## src/rtl/fetch_inst_queue_if.sv

```systemverilog
// Fetch-to-decode handshake bundle for the instruction queue.
// master = fetch/decode side driving requests, slave = the queue itself.
interface fetch_inst_queue_if #(
   parameter int unsigned AW = 2
);
   logic          flush;
   logic          in_valid;
   logic          in_ready;
   logic [31:0]   in_pc;
   logic [31:0]   in_inst;
   logic          out_valid;
   logic          out_ready;
   logic [31:0]   out_pc;
   logic [31:0]   out_inst;
   logic [AW:0]   count;

   modport master (
      output flush, in_valid, in_pc, in_inst, out_ready,
      input  in_ready, out_valid, out_pc, out_inst, count
   );

   modport slave (
      input  flush, in_valid, in_pc, in_inst, out_ready,
      output in_ready, out_valid, out_pc, out_inst, count
   );
endinterface

```

## src/rtl/fetch_inst_queue.sv

```systemverilog
// Circular FIFO of {pc, inst} pairs between fetch and decode, with flush on redirect.
// Define IFQ_BYPASS_EN for a zero-latency combinational path through an empty queue.
module fetch_inst_queue #(
   parameter int unsigned DEPTH = 4,
   parameter int unsigned AW    = 2
) (
   input logic              clk,
   input logic              rst,
   fetch_inst_queue_if.slave ifq
);

   logic [63:0] mem_q [DEPTH];
   logic [AW:0] wr_ptr_q, rd_ptr_q;
   logic        empty, full, push, pop, bypass, wr_en, rd_en;
   logic [63:0] head;

   always_comb begin
      empty = (wr_ptr_q == rd_ptr_q);
      full  = (wr_ptr_q[AW-1:0] == rd_ptr_q[AW-1:0]) && (wr_ptr_q[AW] != rd_ptr_q[AW]);
      head  = mem_q[rd_ptr_q[AW-1:0]];

      ifq.in_ready = !full && !ifq.flush;
      push         = ifq.in_valid && ifq.in_ready;
`ifdef IFQ_BYPASS_EN
      bypass = empty && ifq.in_valid && !ifq.flush;
`else
      bypass = 1'b0;
`endif
      ifq.out_valid = (!empty || bypass) && !ifq.flush;
      pop           = ifq.out_valid && ifq.out_ready;

      // A bypassed entry consumed the same cycle never touches storage.
      wr_en = push && !(bypass && ifq.out_ready);
      rd_en = pop && !empty;

      if (!ifq.out_valid) begin
         ifq.out_pc   = 32'h0;
         ifq.out_inst = 32'h0;
      end else if (empty) begin
         ifq.out_pc   = ifq.in_pc;
         ifq.out_inst = ifq.in_inst;
      end else begin
         ifq.out_pc   = head[63:32];
         ifq.out_inst = head[31:0];
      end

      ifq.count = wr_ptr_q - rd_ptr_q;
   end

   always_ff @(posedge clk) begin
      if (rst || ifq.flush) begin
         wr_ptr_q <= '0;
         rd_ptr_q <= '0;
      end else begin
         if (wr_en) wr_ptr_q <= wr_ptr_q + 1'b1;
         if (rd_en) rd_ptr_q <= rd_ptr_q + 1'b1;
      end
   end

   // Storage is deliberately left uncleared by reset; pointers define validity.
   always_ff @(posedge clk) begin
      if (wr_en && !rst) mem_q[wr_ptr_q[AW-1:0]] <= {ifq.in_pc, ifq.in_inst};
   end

endmodule

```

## src/flat_wrapper.sv

```systemverilog
// flat-port wrapper written by rule: the top's interface ports become plain ports
module fetch_inst_queue_flat 
#(
   parameter int unsigned DEPTH = 4,
   parameter int unsigned AW    = 2
)
  (clk, rst, ifq_flush, ifq_in_valid, ifq_in_pc, ifq_in_inst, ifq_out_ready, ifq_in_ready, ifq_out_valid, ifq_out_pc, ifq_out_inst, ifq_count);
  fetch_inst_queue_if #(.AW(AW)) ifq_i ();
  input logic clk;
  input logic rst;
  input wire logic [$bits(ifq_i.flush)-1:0] ifq_flush;
  input wire logic [$bits(ifq_i.in_valid)-1:0] ifq_in_valid;
  input wire logic [$bits(ifq_i.in_pc)-1:0] ifq_in_pc;
  input wire logic [$bits(ifq_i.in_inst)-1:0] ifq_in_inst;
  input wire logic [$bits(ifq_i.out_ready)-1:0] ifq_out_ready;
  output wire logic [$bits(ifq_i.in_ready)-1:0] ifq_in_ready;
  output wire logic [$bits(ifq_i.out_valid)-1:0] ifq_out_valid;
  output wire logic [$bits(ifq_i.out_pc)-1:0] ifq_out_pc;
  output wire logic [$bits(ifq_i.out_inst)-1:0] ifq_out_inst;
  output wire logic [$bits(ifq_i.count)-1:0] ifq_count;
  assign ifq_i.flush = ifq_flush;
  assign ifq_i.in_valid = ifq_in_valid;
  assign ifq_i.in_pc = ifq_in_pc;
  assign ifq_i.in_inst = ifq_in_inst;
  assign ifq_i.out_ready = ifq_out_ready;
  assign ifq_in_ready = ifq_i.in_ready;
  assign ifq_out_valid = ifq_i.out_valid;
  assign ifq_out_pc = ifq_i.out_pc;
  assign ifq_out_inst = ifq_i.out_inst;
  assign ifq_count = ifq_i.count;
  fetch_inst_queue #(.DEPTH(DEPTH), .AW(AW)) u_core (.clk(clk), .rst(rst), .ifq(ifq_i));
endmodule
```

## config.mk

```make
export PLATFORM = sky130hd
export DESIGN_NAME = fetch_inst_queue_flat
export DESIGN_NICKNAME = d
export VERILOG_FILES = /design/src/rtl/fetch_inst_queue_if.sv /design/src/rtl/fetch_inst_queue.sv /design/src/flat_wrapper.sv
export SDC_FILE = /design/constraint.sdc
export NUM_CORES = 1
export LEC_CHECK = 0
export ABC_AREA = 1
export CELL_PAD_IN_SITES_DETAIL_PLACEMENT = 1
export CELL_PAD_IN_SITES_GLOBAL_PLACEMENT = 2
export CORE_UTILIZATION = 30
export CTS_CLUSTER_DIAMETER = 120
export CTS_CLUSTER_SIZE = 14
export DETAILED_ROUTE_END_ITERATION = 7
export GPL_ROUTABILITY_DRIVEN = 1
export GPL_TIMING_DRIVEN = 0
export PLACE_DENSITY = 0.64
export REMOVE_ABC_BUFFERS = 1
export SYNTH_ARGS = -nofsm -noshare
export SYNTH_HDL_FRONTEND = slang
export SYNTH_SLANG_ARGS = --single-unit
```

## constraint.sdc

```tcl
create_clock -name clk -period 10.91 [get_ports clk]
set_input_delay 3.273 -clock clk [delete_from_list [all_inputs] [get_ports clk]]
set_output_delay 3.273 -clock clk [all_outputs]
set_load 0.02 [all_outputs]
```

Yosys cells after proc, flatten, opt, wreduce, memory -nomap -nowiden
Memories as Yosys holds them, arrays and structs flattened. A register that Yosys moved wholly into a read port is not among the register bits.
Index checks and enable logic that the tools add are counted.
{"block": "word_totals", "input_bits": 69, "romBits": 0, "out_inout_bits": 69, "latch_bits": 0, "reg_bits": 6, "memories": 1, "elab_cells": 29, "ramBits": 256}
{"block": "classes", "addsub": 3, "multipliers": 0, "bitwise": 0, "magnitude_cmp": 0, "muxes": 8, "div": 0, "eq_ne": 3, "n_reduce_logical": 12, "shifts": 0}
{"memory": "u_core.mem_q", "words": 4, "word_bits": 64, "read_ports": 1, "rd_clocked_by_memory_dff": 1, "write_ports": 1, "line_no": "fetch_inst_queue.sv:12", "rtl": "logic [63:0] mem_q [DEPTH];"}
{"cell": "$mux 32", "count": 4}
{"cell": "$logic_and 1x1->1", "count": 7}
{"cell": "$add 3x1->3 const B", "count": 2}
{"cell": "$logic_not 1->1", "count": 4}
{"cell": "$mux 2", "count": 2}
{"cell": "$eq 3x3->1", "count": 1}
{"cell": "$sub 3x3->3", "count": 1}
{"cell": "$eq 2x2->1", "count": 1}
{"cell": "$mux 1", "count": 2}
{"cell": "$logic_or 1x1->1", "count": 1}
{"cell": "$ne 1x1->1", "count": 1}

Longest topological paths before layout
Gate-level depths: netlist of the first run.
{"block": "logic_depth", "ltp_word": 8, "ltp_mapped": 10, "depth_no_buf": 9}

Worst setup path after synthesis of the first run
No wires, ideal clock.
{"block": "synth_timing", "path_type": "input to register", "start": "input port ifq_flush", "end": "memory u_core.mem_q[0][0] (enable)", "required_ns": 10.331, "setup_ns": 0.579, "path_slack_ns": 1.932, "path_buffers": 0, "cell_stages": 3, "arrival_time_ns": 8.399, "path_cell_list": "inv_1 > nand3_1 > nor3b_1"}
{"block": "synth_via", "elab_chain_len": 6}
{"element": "start, declared", "line_no": "flat_wrapper.sv:11", "rtl": "input wire logic [$bits(ifq_i.flush)-1:0] ifq_flush;"}
{"element": "$logic_not 1->1", "line_no": "fetch_inst_queue.sv:22", "rtl": "ifq.in_ready = !full && !ifq.flush;"}
{"element": "$logic_and 1x1->1", "line_no": "fetch_inst_queue.sv:22"}
{"element": "$logic_and 1x1->1", "line_no": "fetch_inst_queue.sv:23", "rtl": "push = ifq.in_valid && ifq.in_ready;"}
{"element": "$logic_and 1x1->1", "line_no": "fetch_inst_queue.sv:62", "rtl": "if (wr_en && !rst) mem_q[wr_ptr_q[AW-1:0]] <= {ifq.in_pc, ifq.in_inst};"}
{"element": "$mux 1", "line_no": "fetch_inst_queue.sv:62"}
{"element": "$mux 1 (not written as such)", "line_no": "fetch_inst_queue.sv:62"}
{"element": "end, declared", "line_no": "fetch_inst_queue.sv:12"}
Every way passes these cells.

Worst setup path after layout of the first run
{"block": "layout_timing", "start": "input port ifq_flush", "end": "output port ifq_out_inst[21]"}
{"block": "layout_via", "elab_chain_len": 3}
{"element": "$logic_not 1->1", "line_no": "fetch_inst_queue.sv:29", "rtl": "ifq.out_valid = (!empty || bypass) && !ifq.flush;"}
{"element": "$logic_and 1x1->1", "line_no": "fetch_inst_queue.sv:29"}
{"element": "$mux 32", "line_no": "fetch_inst_queue.sv:36", "rtl": "if (!ifq.out_valid) begin"}
{"element": "end, declared", "line_no": "flat_wrapper.sv:19", "rtl": "output wire logic [$bits(ifq_i.out_inst)-1:0] ifq_out_inst;"}
Every way passes these cells.

==> flow_summary_export.csv, run 1 <==
group,metric,value,unit
sta,final.min_clock_period,8.80,ns
floorplanning,start_util,30.7,%
global_route,antenna_found_initial,1,
clocking,ctsHoldBuffers,0,
clocking,cts_htree_levels,1,
clocking,post-cts-setup-buffers,0,
worst_setup_path,worst-setup-path-type,"primary input to output port",
clocking,cts_buffer_depth,3,
global_route,grt_max_degree,83,
sta,finClkSkew,0.0102,ns
final_layout,final_area,13500,um2
worst_setup_path,end_kind,"output port",
power,power.density,145,nW/um2
sta,slew_viol_final,0,
clocking,clk_pin_slew,0.07,ns
yosys,synth_cells,831,
sta,fmax,114,MHz
worst_setup_path,crit_start,"ifq_flush",
worst_setup_path,crit_required,7.64,ns
final_layout,layout_commonest_cell,"nand2_1",
floorplanning,dieArea,36200,um2
place,port_buffers,137,
global_route,grt_pass1_wl,40000,um
clocking,cts-buffers-inserted,22,
floorplanning,boundaryPins,138,
clocking,cts_resized,0,
detailed_routing,drtIter0Drc,243,
yosys,synth.avg_cell_area,12.8,um2
floorplanning,rows,68,
detailed_routing,post_drt_wl_per_cell,17.7,um
place,place.gp.congestion,0.671,
floorplanning,die_w,190,um
yosys,ys_types,24,
power,peakVddDrop,82.1,uV
floorplanning,fp.dieH,190,um
detailed_routing,dr.pass1.iters,4,
yosys,syn_area,10600,um2
sta,finalSetupViolations,0,
final_layout,multi_input_area,2500,um2
min_path,hold_path_startpoint,"u_core.rd_ptr_q[2]",
worst_setup_path,cp_max_fo,64,
detailed_routing,drc_errors,0,
detailed_routing,ant_nets,0,
sta,worstMarginPinSlew,0.836,ns
yosys,ys_ff_latch,264,
sta,finalHoldViolations,0,
yosys,synth_warnings,0,
power,power,1.95,mW
power,power.leakage,4.22,nW
detailed_routing,finalWirelength,25500,um
yosys,yosysSeqAreaShare,73.7,%
worst_setup_path,worst-endpoint-arrival,5.53,ns
min_path,hp-class,"flop to flop",
worst_setup_path,r2r-start,"u_core.wr_ptr_q[0]",
sta,relSlewSlack,44.1,%
worst_setup_path,cp-start-kind,"primary input",
global_route,grt_pass1_vias,7066,
sta,rsz0062_at_grt,"false",
clocking,cts_root_buffer,"clkbuf_16",
final_layout,layout-drive-gt1-share,13.1,%
detailed_routing,vias,6724,
final_layout,register_area,7860,um2
run,drv_cap,0,
place,dpl.hpwl,16100,um
clocking,clk-insertion-delay-late,0.50,ns
clocking,cts.sinks,264,
detailed_routing,vias_per_cell,4.66,
run_status,status,"completed",
global_route,grt-ovfl-total,0,
place,post_dp_cell_area,12900,um2
floorplanning,fp.coreArea,34700,um2
final_layout,nets,1058,
final_layout,nFillCells,3672,
final_layout,final_cell_mix,"276 x nand2_1, 256 x edfxtp_1, 137 x clkdlybuf4s50_1",
final_layout,syn2layout_area_growth,26.5,%
global_route,grt_usage,14.3,%
sta,finalCritPeriodShare,80.6,%
clocking,cts_tree,"done",
## sequential cells by signal (all words and copies together) (netlist names), named ones only
signal,cells
u_core.mem_q,256
u_core.rd_ptr_q,3
u_core.wr_ptr_q,3
## per-layer routing
metal / track usage, % / share of wire, % / up-vias
li1: - / - / 3225
met4: 2.95 / 1.3 / 0
met5: 0 / 0 / -
met2: 25.1 / 50 / 112
met3: 2.26 / 3.7 / 26
met1: 18.4 / 45 / 3361
## worst paths after layout
kind | endpoint | slack, ns | depth (start not counted)
worst min register to register | u_core.rd_ptr_q[2] | 0.53 | 2
worst max-delay path | ifq_out_inst[21] | 2.11 | 7
worst max register to register | u_core.mem_q[1][29] | 7.82 | 10
worst min-delay path | u_core.rd_ptr_q[2] | 0.53 | 2
## Yosys cell counts
| library cell | instances | share of area [%] |
|---|---|---|
| nand3_2 | 1 | 0.094 |
| nor3_1 | 1 | 0.047 |
| inv_1 | 14 | 0.49 |
| nand4_1 | 4 | 0.24 |
| buf_6 | 5 | 0.53 |
| buf_2 | 17 | 0.80 |
| ha_1 | 7 | 0.82 |
| o21ai_0 | 1 | 0.047 |
| a21oi_1 | 70 | 3.3 |
| nor2_1 | 12 | 0.42 |
| nor3b_1 | 3 | 0.21 |
| inv_6 | 1 | 0.082 |
| buf_4 | 2 | 0.14 |
| buf_1 | 1 | 0.035 |
| nand2_1 | 276 | 9.7 |
| buf_8 | 1 | 0.14 |
| clkbuf_1 | 22 | 0.78 |
| fa_1 | 1 | 0.19 |
| xor2_1 | 1 | 0.082 |
| edfxtp_1 | 256 | 72 |
| nand3_1 | 67 | 3.1 |
| dfxtp_1 | 8 | 1.5 |
| nand2_4 | 1 | 0.11 |
| a21oi_2 | 59 | 4.9 |
## worst max-delay path: stages
cell,delay [ns]
clkdlybuf4s50_1,0.45
inv_1,0.24
nand2_4,0.10
inv_6,0.47
nand2_1,0.13
a21oi_2,0.14
clkdlybuf4s50_1,0.69
## layout make-up
class | count | share of cell area (%)
Sequential cell | 264 | 58.3
Clock inverter | 1 | 0.0279
Clock buffer | 30 | 4.47
Timing Repair Buffer | 174 | 13.9
Inverter | 15 | 0.492
Antenna cell | 1 | 0.0186
Multi-Input combinational cell | 504 | 18.6
Tap cell | 455 | 4.23
## power breakdown
group	total [mW]	leakage, nW	internal, mW	switching (mW)
Combinational	0.112	1.55	0.0495	0.0623
Clock	0.711	0.293	0.380	0.331
Sequential	1.12	2.38	1.12	0.00326
## through the flow
stage | std cells | hold WS, ns | setup TNS, ns | setup WS (ns) | utilization [%]
after floorplan | 783 | 0.479 | 0 | 1.93 | -
final | 1444 | 0.534 | 0 | 2.11 | 38.8
after global routing | 1443 | 0.586 | 0 | 1.85 | 38.8
after detailed placement | 1412 | 0.525 | 0 | 2.02 | 37.0
after CTS | 1443 | 0.536 | 0 | 2.02 | 38.8
after global placement | 1375 | 0.517 | -1158.93 | -4.23 | 35.5
## logic make-up after synthesis
family / Yosys count / synth area share, %
DFF: 264 / 73.7
and+or+nand+nor: 365 / 14.0
buffers and inverters: 63 / 3.00
adders and majority gates: 8 / 1.01
xor gates and xnor gates: 1 / 0.0823
AOI/OAI and AO/OA: 130 / 8.19
Power figures use the tool's default switching activity.
==> run 2: changes to the inputs <==
- PLACE_DENSITY: 0.64 -> 0.67
- clock period: 10.91 -> 7.34 ns (I/O delays scaled with it)
==> run 2 against run 1 <==
Combinational power up 46%. Design area down 0.37%. Sequential share of layout area up 0.22 points. First-iteration DRC count down 18%. Largest power group unchanged. Worst hold slack worse by 0.014 ns. Power up 49%.
==> flow_summary_export.csv, run 2 (synthesized netlist as in run 1, its figures left out) <==
group,metric,value,unit
min_path,whs_path_depth,2,
worst_setup_path,worst-setup-path-type,"primary input to output port",
global_route,grt_pass1_wl,39200,um
floorplanning,fp.dieH,190,um
global_route,grt_usage,14.0,%
final_layout,diodes,0,
sta,finalCritPeriodShare,90.5,%
power,peakVddDrop,124,uV
place,port_buffers,137,
global_route,grt_max_degree,79,
clocking,cts_buffer_depth,3,
power,power,2.90,mW
clocking,cts_htree_levels,1,
sta,rsz0062_at_grt,"false",
worst_setup_path,slowest_stage,"clkdlybuf4s50_1",
global_route,antenna_found_initial,0,
worst_setup_path,cp-start-kind,"primary input",
global_route,grt_pass1_vias,6953,
worst_setup_path,path_depth,7,
clocking,ctsHoldBuffers,0,
sta,relSlewSlack,45.2,%
final_layout,layout-drive-gt1-share,12.9,%
run_status,status,"completed",
place,dpl.hpwl,15800,um
detailed_routing,drtIter0Drc,199,
detailed_routing,vias,6728,
global_route,grt-ovfl-total,0,
worst_setup_path,path_cells,"clkdlybuf4s50_1 -> inv_1 -> nand2_4 -> inv_6 -> nand2_1 -> a21oi_2 -> clkdlybuf4s50_1",
sta,worstMarginPinSlew,0.819,ns
worst_setup_path,critical-path-top-delay-family,"buffers and inverters",
sta,fmax,150,MHz
worst_setup_path,r2r-start,"u_core.wr_ptr_q[0]",
floorplanning,fp.coreArea,34700,um2
final_layout,layout.cells.non_filler,1441,
detailed_routing,drc_errors,0,
power,power.leakage,4.20,nW
worst_setup_path,slowest_delay,0.65,ns
worst_setup_path,cp_max_fo,64,
final_layout,nets,1056,
clocking,clk_pin_slew,0.06,ns
final_layout,final_area,13400,um2
worst_setup_path,crit_required,5.14,ns
clocking,cts-buffers-inserted,22,
clocking,clk-insertion-delay-late,0.51,ns
floorplanning,start_util,30.7,%
clocking,cts_resized,0,
final_layout,syn2layout_area_growth,26.0,%
worst_setup_path,end_kind,"output port",
run,drv_cap,0,
sta,finClkSkew,0.00767,ns
sta,final.min_clock_period,6.65,ns
sta,timing.hold.ws,0.520,ns
detailed_routing,vias_per_cell,4.67,
sta,finalHoldViolations,0,
worst_setup_path,crit_top_cell,"clkdlybuf4s50_1",
min_path,hold_path_startpoint,"u_core.rd_ptr_q[2]",
place,post_dp_cell_area,12800,um2
floorplanning,rows,68,
detailed_routing,ant_nets,0,
worst_setup_path,crit_start,"ifq_flush",
clocking,cts_tree,"done",
sta,finalSetupViolations,0,
place,dp.cells,1410,
sta,slew_viol_final,0,
floorplanning,die_w,190,um
detailed_routing,dr.pass1.iters,6,
floorplanning,boundaryPins,138,
worst_setup_path,r2r_end,"u_core.mem_q[1][38]",
power,power.density,216,nW/um2
final_layout,final_cell_mix,"276 x nand2_1, 256 x edfxtp_1, 137 x clkdlybuf4s50_1",
final_layout,largest_reg_flops,256,
detailed_routing,finalWirelength,25300,um
place,place.gp.congestion,0.683,
clocking,post-cts-setup-buffers,0,
final_layout,final_util,38.6,%
clocking,cts_root_buffer,"clkbuf_16",
final_layout,layout_commonest_cell,"nand2_1",
worst_setup_path,crit_end,"ifq_out_pc[10]",
min_path,hp-class,"flop to flop",
worst_setup_path,r2r_slack,4.20,ns
final_layout,nFillCells,3727,
clocking,cts.sinks,264,
worst_setup_path,rr_worst_depth,10,
worst_setup_path,crit_buf_inv,4,
floorplanning,dieArea,36200,um2
detailed_routing,post_drt_wl_per_cell,17.5,um
worst_setup_path,worst-endpoint-arrival,4.44,ns
-- run 2: power by group --
group          switching, mW  total (mW)  internal [mW]
Sequential           0.00681        1.67           1.67
Clock                  0.496        1.06          0.565
Combinational         0.0905       0.164         0.0733
Total                  0.594        2.90           2.31
-- run 2: stage by stage --
step / worst slack (ns) / setup TNS (ns)
floorplan: -0.567 / -130.47
detailed placement: 0.622 / 0
global placement: -6.54 / -1904.61
CTS: 0.625 / 0
finish: 0.694 / 0
global route: 0.506 / 0
-- run 2: cell type report --
class                   instances  area [um2]  area share (%)
clock inverters                 1        3.75          0.0280
multi-input cells             504        2500            18.6
repair buffers                172        1820            13.6
inverters                      15        66.3           0.494
well taps                     455         569            4.24
clock buffers                  30         602            4.49
flip-flops and latches        264        7860            58.5
-- run 2: how the worst min path moves through the flow --
stage | endpoint
final | u_core.rd_ptr_q[2]
after global routing | u_core.wr_ptr_q[2]
after CTS | u_core.rd_ptr_q[2]
after detailed placement | u_core.rd_ptr_q[2]
after global placement | u_core.rd_ptr_q[2]
after floorplan | u_core.wr_ptr_q[2]
-- run 2: worst reg2reg max path, cell delays in order, from the launching register on --
cell and delay [ns]:
dfxtp_1 0.38, inv_1 0.12, ha_1 0.30, nand2_1 0.06, inv_1 0.07, nand3_1 0.13
nand3_1 0.32, nor3b_2 0.78, buf_4 0.34, buf_6 0.18, buf_6 0.16
-- run 2: layer usage --
metal	global-route usage [%]	up-vias	routed length, um
met1	17.9	3370	11400
li1	-	3227	-
met4	3.11	0	402
met5	0	-	0
met3	2.25	28	987
met2	24.7	103	12400
